**src/rtl/pmf_issue_sched_pkg.sv**
```systemverilog
// Shared encodings for the pmfALU issue scheduler: sequencer states, ALU op
// codes, and the state entered when an instruction issues.
package pmf_issue_sched_pkg;

  typedef enum logic [1:0] {
    S_IDLE = 2'd0,
    S_PRIM = 2'd1,
    S_INV  = 2'd2,
    S_MADD = 2'd3
  } sched_state_e;

  localparam logic [1:0] ALU_ADD = 2'd0;
  localparam logic [1:0] ALU_SUB = 2'd1;
  localparam logic [1:0] ALU_AND = 2'd2;
  localparam logic [1:0] ALU_OR  = 2'd3;

  // Subtract takes the two-pass path through INV; everything else is single-pass.
  function automatic sched_state_e issue_state(input logic [1:0] op);
    if (op == ALU_SUB) begin
      return S_INV;
    end else begin
      return S_PRIM;
    end
  endfunction

endpackage

```
**src/rtl/pmf_issue_sched_rr_arbiter.sv**
```systemverilog
// Combinational round-robin arbiter: first requester strictly after ptr wins,
// wrapping modulo N. The pointer itself is held by the caller.
module rr_arbiter #(
  parameter  int N  = 3,
  localparam int IW = (N > 1) ? $clog2(N) : 1
) (
  input  logic [N-1:0]  req,
  input  logic [IW-1:0] ptr,
  input  logic          en,
  output logic [N-1:0]  grant,
  output logic [IW-1:0] winner
);

  logic found;
  int   idx;

  // Scan N positions starting at ptr+1 and keep the first ready one.
  always_comb begin
    grant  = '0;
    winner = '0;
    found  = 1'b0;
    idx    = 0;
    for (int k = 1; k <= N; k++) begin
      idx = (int'(ptr) + k) % N;
      if (en && !found && req[idx]) begin
        grant[idx] = 1'b1;
        winner     = IW'(idx);
        found      = 1'b1;
      end else begin
        found = found;
      end
    end
  end

endmodule

```
**src/rtl/pmf_issue_sched.sv**
```systemverilog
// Issue scheduler and sequencer for the shared pmfALU: round-robin issue from
// the reservation stations, ALU state sequencing and CDB request handshake.
module pmf_issue_sched
  import pmf_issue_sched_pkg::*;
#(
  parameter int NUM_RS  = 3,
  parameter int DATA_W  = 32,
  parameter int LABEL_W = 4
) (
  input  logic                      clk,
  input  logic                      RST,
  input  logic [NUM_RS-1:0]         rsReady,
  input  logic [2*NUM_RS-1:0]       rsOp,
  input  logic [DATA_W*NUM_RS-1:0]  rsData1,
  input  logic [DATA_W*NUM_RS-1:0]  rsData2,
  input  logic [LABEL_W*NUM_RS-1:0] rsLabel,
  output logic [NUM_RS-1:0]         rsGrant,
  output logic                      aluEN,
  output logic [1:0]                aluOp,
  output logic [DATA_W-1:0]         aluData1,
  output logic [DATA_W-1:0]         aluData2,
  output logic [LABEL_W-1:0]        aluLabel,
  output logic [1:0]                aluState,
  output logic                      cdbReq,
  output logic [LABEL_W-1:0]        cdbLabel,
  input  logic                      cdbAck,
  output logic                      busy,
  output logic [15:0]               issueCount
);

  localparam int PTR_W = (NUM_RS > 1) ? $clog2(NUM_RS) : 1;

  sched_state_e       state_q, state_d;
  logic [PTR_W-1:0]   ptr_q, ptr_d;
  logic [LABEL_W-1:0] cdb_label_q, cdb_label_d;
  logic [15:0]        issue_count_q, issue_count_d;

  logic               cdb_req;
  logic               can_issue;
  logic               arb_en;
  logic               grant_any;
  logic [NUM_RS-1:0]  grant;
  logic [PTR_W-1:0]   winner;
  logic [1:0]         win_op;
  logic [DATA_W-1:0]  win_data1;
  logic [DATA_W-1:0]  win_data2;
  logic [LABEL_W-1:0] win_label;

  assign cdb_req   = (state_q == S_PRIM) || (state_q == S_MADD);
  assign can_issue = (state_q == S_IDLE) || (cdb_req && cdbAck);
  // No issue while in reset: the entry would be freed but its result discarded.
  assign arb_en    = can_issue && !RST;
  assign grant_any = |grant;

  rr_arbiter #(
    .N (NUM_RS)
  ) u_arb (
    .req    (rsReady),
    .ptr    (ptr_q),
    .en     (arb_en),
    .grant  (grant),
    .winner (winner)
  );

  // Select the winning entry's fields; zero them when nothing issues.
  always_comb begin
    win_op    = rsOp[int'(winner)*2 +: 2];
    win_data1 = rsData1[int'(winner)*DATA_W +: DATA_W];
    win_data2 = rsData2[int'(winner)*DATA_W +: DATA_W];
    win_label = rsLabel[int'(winner)*LABEL_W +: LABEL_W];
    if (grant_any) begin
      aluOp    = win_op;
      aluData1 = win_data1;
      aluData2 = win_data2;
      aluLabel = win_label;
    end else begin
      aluOp    = 2'b00;
      aluData1 = '0;
      aluData2 = '0;
      aluLabel = '0;
    end
  end

  // Sequencer next state plus pointer, tag and counter updates on issue.
  always_comb begin
    state_d       = state_q;
    ptr_d         = ptr_q;
    cdb_label_d   = cdb_label_q;
    issue_count_d = issue_count_q;
    case (state_q)
      S_IDLE: begin
        if (grant_any) begin
          state_d = issue_state(win_op);
        end else begin
          state_d = S_IDLE;
        end
      end
      S_PRIM, S_MADD: begin
        if (!cdbAck) begin
          state_d = state_q;
        end else if (grant_any) begin
          state_d = issue_state(win_op);
        end else begin
          state_d = S_IDLE;
        end
      end
      S_INV:   state_d = S_MADD;
      default: state_d = S_IDLE;
    endcase
    if (grant_any) begin
      ptr_d         = winner;
      cdb_label_d   = win_label;
      issue_count_d = issue_count_q + 16'd1;
    end else begin
      ptr_d         = ptr_q;
      cdb_label_d   = cdb_label_q;
      issue_count_d = issue_count_q;
    end
  end

  // State registers; reset overrides any grant or acknowledge.
  always_ff @(posedge clk) begin
    if (RST) begin
      state_q       <= S_IDLE;
      ptr_q         <= PTR_W'(NUM_RS - 1);
      cdb_label_q   <= '0;
      issue_count_q <= 16'd0;
    end else begin
      state_q       <= state_d;
      ptr_q         <= ptr_d;
      cdb_label_q   <= cdb_label_d;
      issue_count_q <= issue_count_d;
    end
  end

  assign rsGrant    = grant;
  assign aluEN      = grant_any;
  assign aluState   = state_q;
  assign cdbReq     = cdb_req;
  assign cdbLabel   = cdb_label_q;
  assign busy       = (state_q != S_IDLE);
  assign issueCount = issue_count_q;

endmodule

```
**config.mk**
```make
export PLATFORM = sky130hd
export DESIGN_NAME = pmf_issue_sched
export DESIGN_NICKNAME = d
export VERILOG_FILES = /design/src/rtl/pmf_issue_sched_pkg.sv /design/src/rtl/pmf_issue_sched_rr_arbiter.sv /design/src/rtl/pmf_issue_sched.sv
export SDC_FILE = /design/constraint.sdc
export NUM_CORES = 1
export LEC_CHECK = 0
export CORE_AREA = 3 3 120 122
export CTS_BUF_LIST = sky130_fd_sc_hd__clkbuf_8
export CTS_CLUSTER_DIAMETER = 80
export CTS_CLUSTER_SIZE = 30
export DETAILED_ROUTE_END_ITERATION = 10
export DIE_AREA = 0 0 123 125
export PLACE_DENSITY = 0.72
export SYNTH_ARGS = -nofsm -noshare
export SYNTH_HDL_FRONTEND = slang
export SYNTH_SLANG_ARGS = --single-unit
```
**constraint.sdc**
```tcl
create_clock -name clk -period 5.05 [get_ports clk]
set_clock_uncertainty 0.15 [all_clocks]
set_input_delay 1.01 -clock clk [delete_from_list [all_inputs] [get_ports clk]]
set_output_delay 1.01 -clock clk [all_outputs]
set_load 0.005 [all_outputs]
```
==> metrics.csv <==
stage,metric,value,unit
min_path,hold_class,reg2reg,
finish,nNetsFinal,989,
global_routing,grtUsageTotal,19.3,%
timing,grt_setup_unrepaired,false,
timing,hold_ws,0.341,ns
yosys,ys_types,46,
setup_path,ff2ff_path_depth,10,
timing,setup_ws,0.156,ns
routing,postRouteAntennaNets,0,
yosys,syn-num-nets,704,
placed_design,port_buffers,313,
timing,period_share,96.9,%
clock_tree,cts_root_buf,clkbuf_8,
global_routing,globalRouteOverflowTotal,0,
yosys,ys_warn_count,0,
finish,final_util,48.3,%
power,finalPower,2.25,mW
finish,drive_above_1_share,4.83,%
global_routing,grt_pass1_vias,4445,
setup_path,critPathCaptureType,output port,
placed_design,hpwl,12.9,mm
floorplan,fp.dieH,125,um
timing,min_period,4.89,ns
setup_path,worstPathMaxFanout,39,
floorplan,io_pins,314,
timing,setup_viol,0,
yosys,syn_area_per_cell,6.20,um2
setup_path,worstPathArrival,3.73,ns
setup_path,cp_data_required_time,3.89,ns
placed_design,postPlaceCellArea,6340,um2
placed_design,gp_congestion,0.958,
routing,post-route-drc-count,0,
floorplan,start_util,22.5,%
routing,totalWireLength,16.1,mm
routing,viasPerCell,4.89,
setup_path,crit_path_start_kind,primary input,
floorplan,die-area,15400,um2
clock_tree,cts_tree,yes,
clock_tree,ctsHoldBuffers,0,
finish,area_growth,114,%
clock_tree,clockBufferDepth,2,
finish,stdcell_area,6420,um2
setup_path,critPathLaunch,rsReady[1],
routing,vias,4615,
yosys,synth-seq-cells,24,
routing,dr.pass1.iters,4,
clock_tree,numCtsBuffers,3,
yosys,ys.flop_type,dfxtp_1,
global_routing,grt_first_pass_wirelength,24.0,mm
global_routing,grt_max_degree,53,
finish,fillers,1301,
yosys,syn_area,2990,um2
min_path,hp-start,cdbLabel[1],
finish,layout_commonest_cell,clkdlybuf4s50_1,
setup_path,path_class,in2out,
outcome,status,"finished, final reports clean",
clock_tree,cts.sinks,24,
floorplan,core_area,13300,um2
clock_tree,htreeDepth,1,
power,cellPowerDensity,351,nW/um2
yosys,yosysSeqAreaShare,16.0,%
finish,fin_cells,944,
placed_design,preCtsSetupSlack,-0.0795,ns
timing,setup-tns-final,0,ns
setup_path,timing.rr.end,issueCount[14],
yosys,synth_cells,483,
power,irDropWorstVdd,208,uV
setup_path,regToRegSetupSlack,2.01,ns
finish,layout_common_cells,"clkdlybuf4s50_1 (313), nand2_1 (149), nor2_1 (78), a311oi_1 (65), dfxtp_1 (24)",
clock_tree,clk_latency,0.26,ns
timing,fmax,0.204,GHz
global_routing,antenna_found_initial,2,
timing,hold_viol_final,0,
min_path,min_to,cdbLabel[1],
flow_run,maxCapViolCount,0,
min_path,hold_path_depth,1,
floorplan,die_w,123,um
floorplan,num_rows,42,
clock_tree,path_clk_slew,0.08,ns
routing,first_iter_violations,288,
yosys,synth-edff-count,0,
setup_path,r2r_start,ptr_q[0],
timing,worst_pin_slew,0.660,ns
routing,wl_per_cell,17.0,um
timing,maxSlewViolCount,0,
yosys,async_flop_share,0,%
power,leakagePower,2.38,nW
timing,maxSlewHeadroom,55.9,%
placed_design,dp.cells,938,
[kinds of logic (layout without fill, tap and decap cells)]
kind of cell | after synthesis | count (layout) | synth area share [%]
mux | 6 | 6 | 2.01
simple gates | 262 | 262 | 36.2
compound gates | 126 | 126 | 33.8
flops | 24 | 24 | 16.0
buf+inv | 57 | 340 | 8.94
other cells | 0 | 2 | 0
fa+ha+maj | 5 | 5 | 2.09
xor+xnor | 3 | 3 | 0.878
[Yosys cell counts, types with 3 or more instances]
cell | number | area, um2
a21o_1 | 4 | 30.0
a21oi_1 | 14 | 70.1
a311oi_1 | 68 | 596
a31o_2 | 4 | 35.0
and3_1 | 3 | 18.8
buf_1 | 6 | 22.5
buf_2 | 16 | 80.1
buf_6 | 4 | 45.0
clkbuf_1 | 20 | 75.1
dfxtp_1 | 24 | 480
ha_1 | 5 | 62.6
inv_1 | 10 | 37.5
mux2i_1 | 6 | 60.1
nand2_1 | 149 | 559
nand3_1 | 6 | 30.0
nor2_1 | 79 | 297
nor2b_1 | 3 | 18.8
o211ai_1 | 4 | 30.0
o21ai_0 | 10 | 50.1
o31ai_1 | 6 | 45.0
or3_1 | 6 | 37.5
or4_1 | 5 | 37.5
[registers in the layout (all words and copies together), names as in the netlist]
signal,cells
aluState,2
cdbLabel,4
issueCount,16
ptr_q,2
[where the power goes]
group | internal, mW | total [mW] | switching (mW) | leakage [nW]
Clock | 0.0533 | 0.113 | 0.0598 | 0.0216
Combinational | 1.02 | 1.90 | 0.878 | 2.16
Sequential | 0.216 | 0.236 | 0.0201 | 0.195
Total | 1.29 | 2.25 | 0.958 | 2.38
[critical path, stage by stage]
cell and delay (ns):
clkdlybuf4s50_1 0.59, mux2i_1 0.16, o21a_2 0.24, and3_1 0.17, buf_4 0.14, nor2_4 0.15, buf_12 0.21, nand2_1 0.07
a311oi_1 0.37, clkdlybuf4s50_1 0.60
[layout make-up]
class | instances | area [um2] | share of cell area (%)
Antenna cell | 2 | 5.00 | 0.0780
Clock buffer | 3 | 41.3 | 0.643
Inverter | 10 | 37.5 | 0.585
Multi-Input combinational cell | 402 | 2280 | 35.6
Sequential cell | 24 | 480 | 7.48
Tap cell | 176 | 220 | 3.43
Timing Repair Buffer | 327 | 3350 | 52.2
[worst max path at each step]
stage / to / slack, ns / depth (start not counted)
floorplan: aluData1[13] / 1.34 / 9
global placement: aluData1[13] / -0.02 / 9
detailed placement: aluData1[13] / -0.08 / 9
CTS: aluData1[17] / 0.02 / 9
global route: aluData1[13] / 0.00005 / 9
finish: aluData2[19] / 0.16 / 10
[metal layers]
layer / GRT usage [%] / vias to the layer above / routed length, um
li1: - / 2302 / -
met5: 0 / - / 0
met1: 22.9 / 2108 / 6290
met4: 4.50 / 0 / 397
met2: 34.3 / 179 / 8060
met3: 5.33 / 26 / 1340
[timing repair]
action / in CTS / in global routing
pin swaps: 0 / 3
setup endpoints to repair: 1 / 30
resized for setup: 1 / 3
setup buffers: 0 / 1
hold endpoints to repair: 0 / 0
No activity file was read; power rests on OpenSTA's default activity.
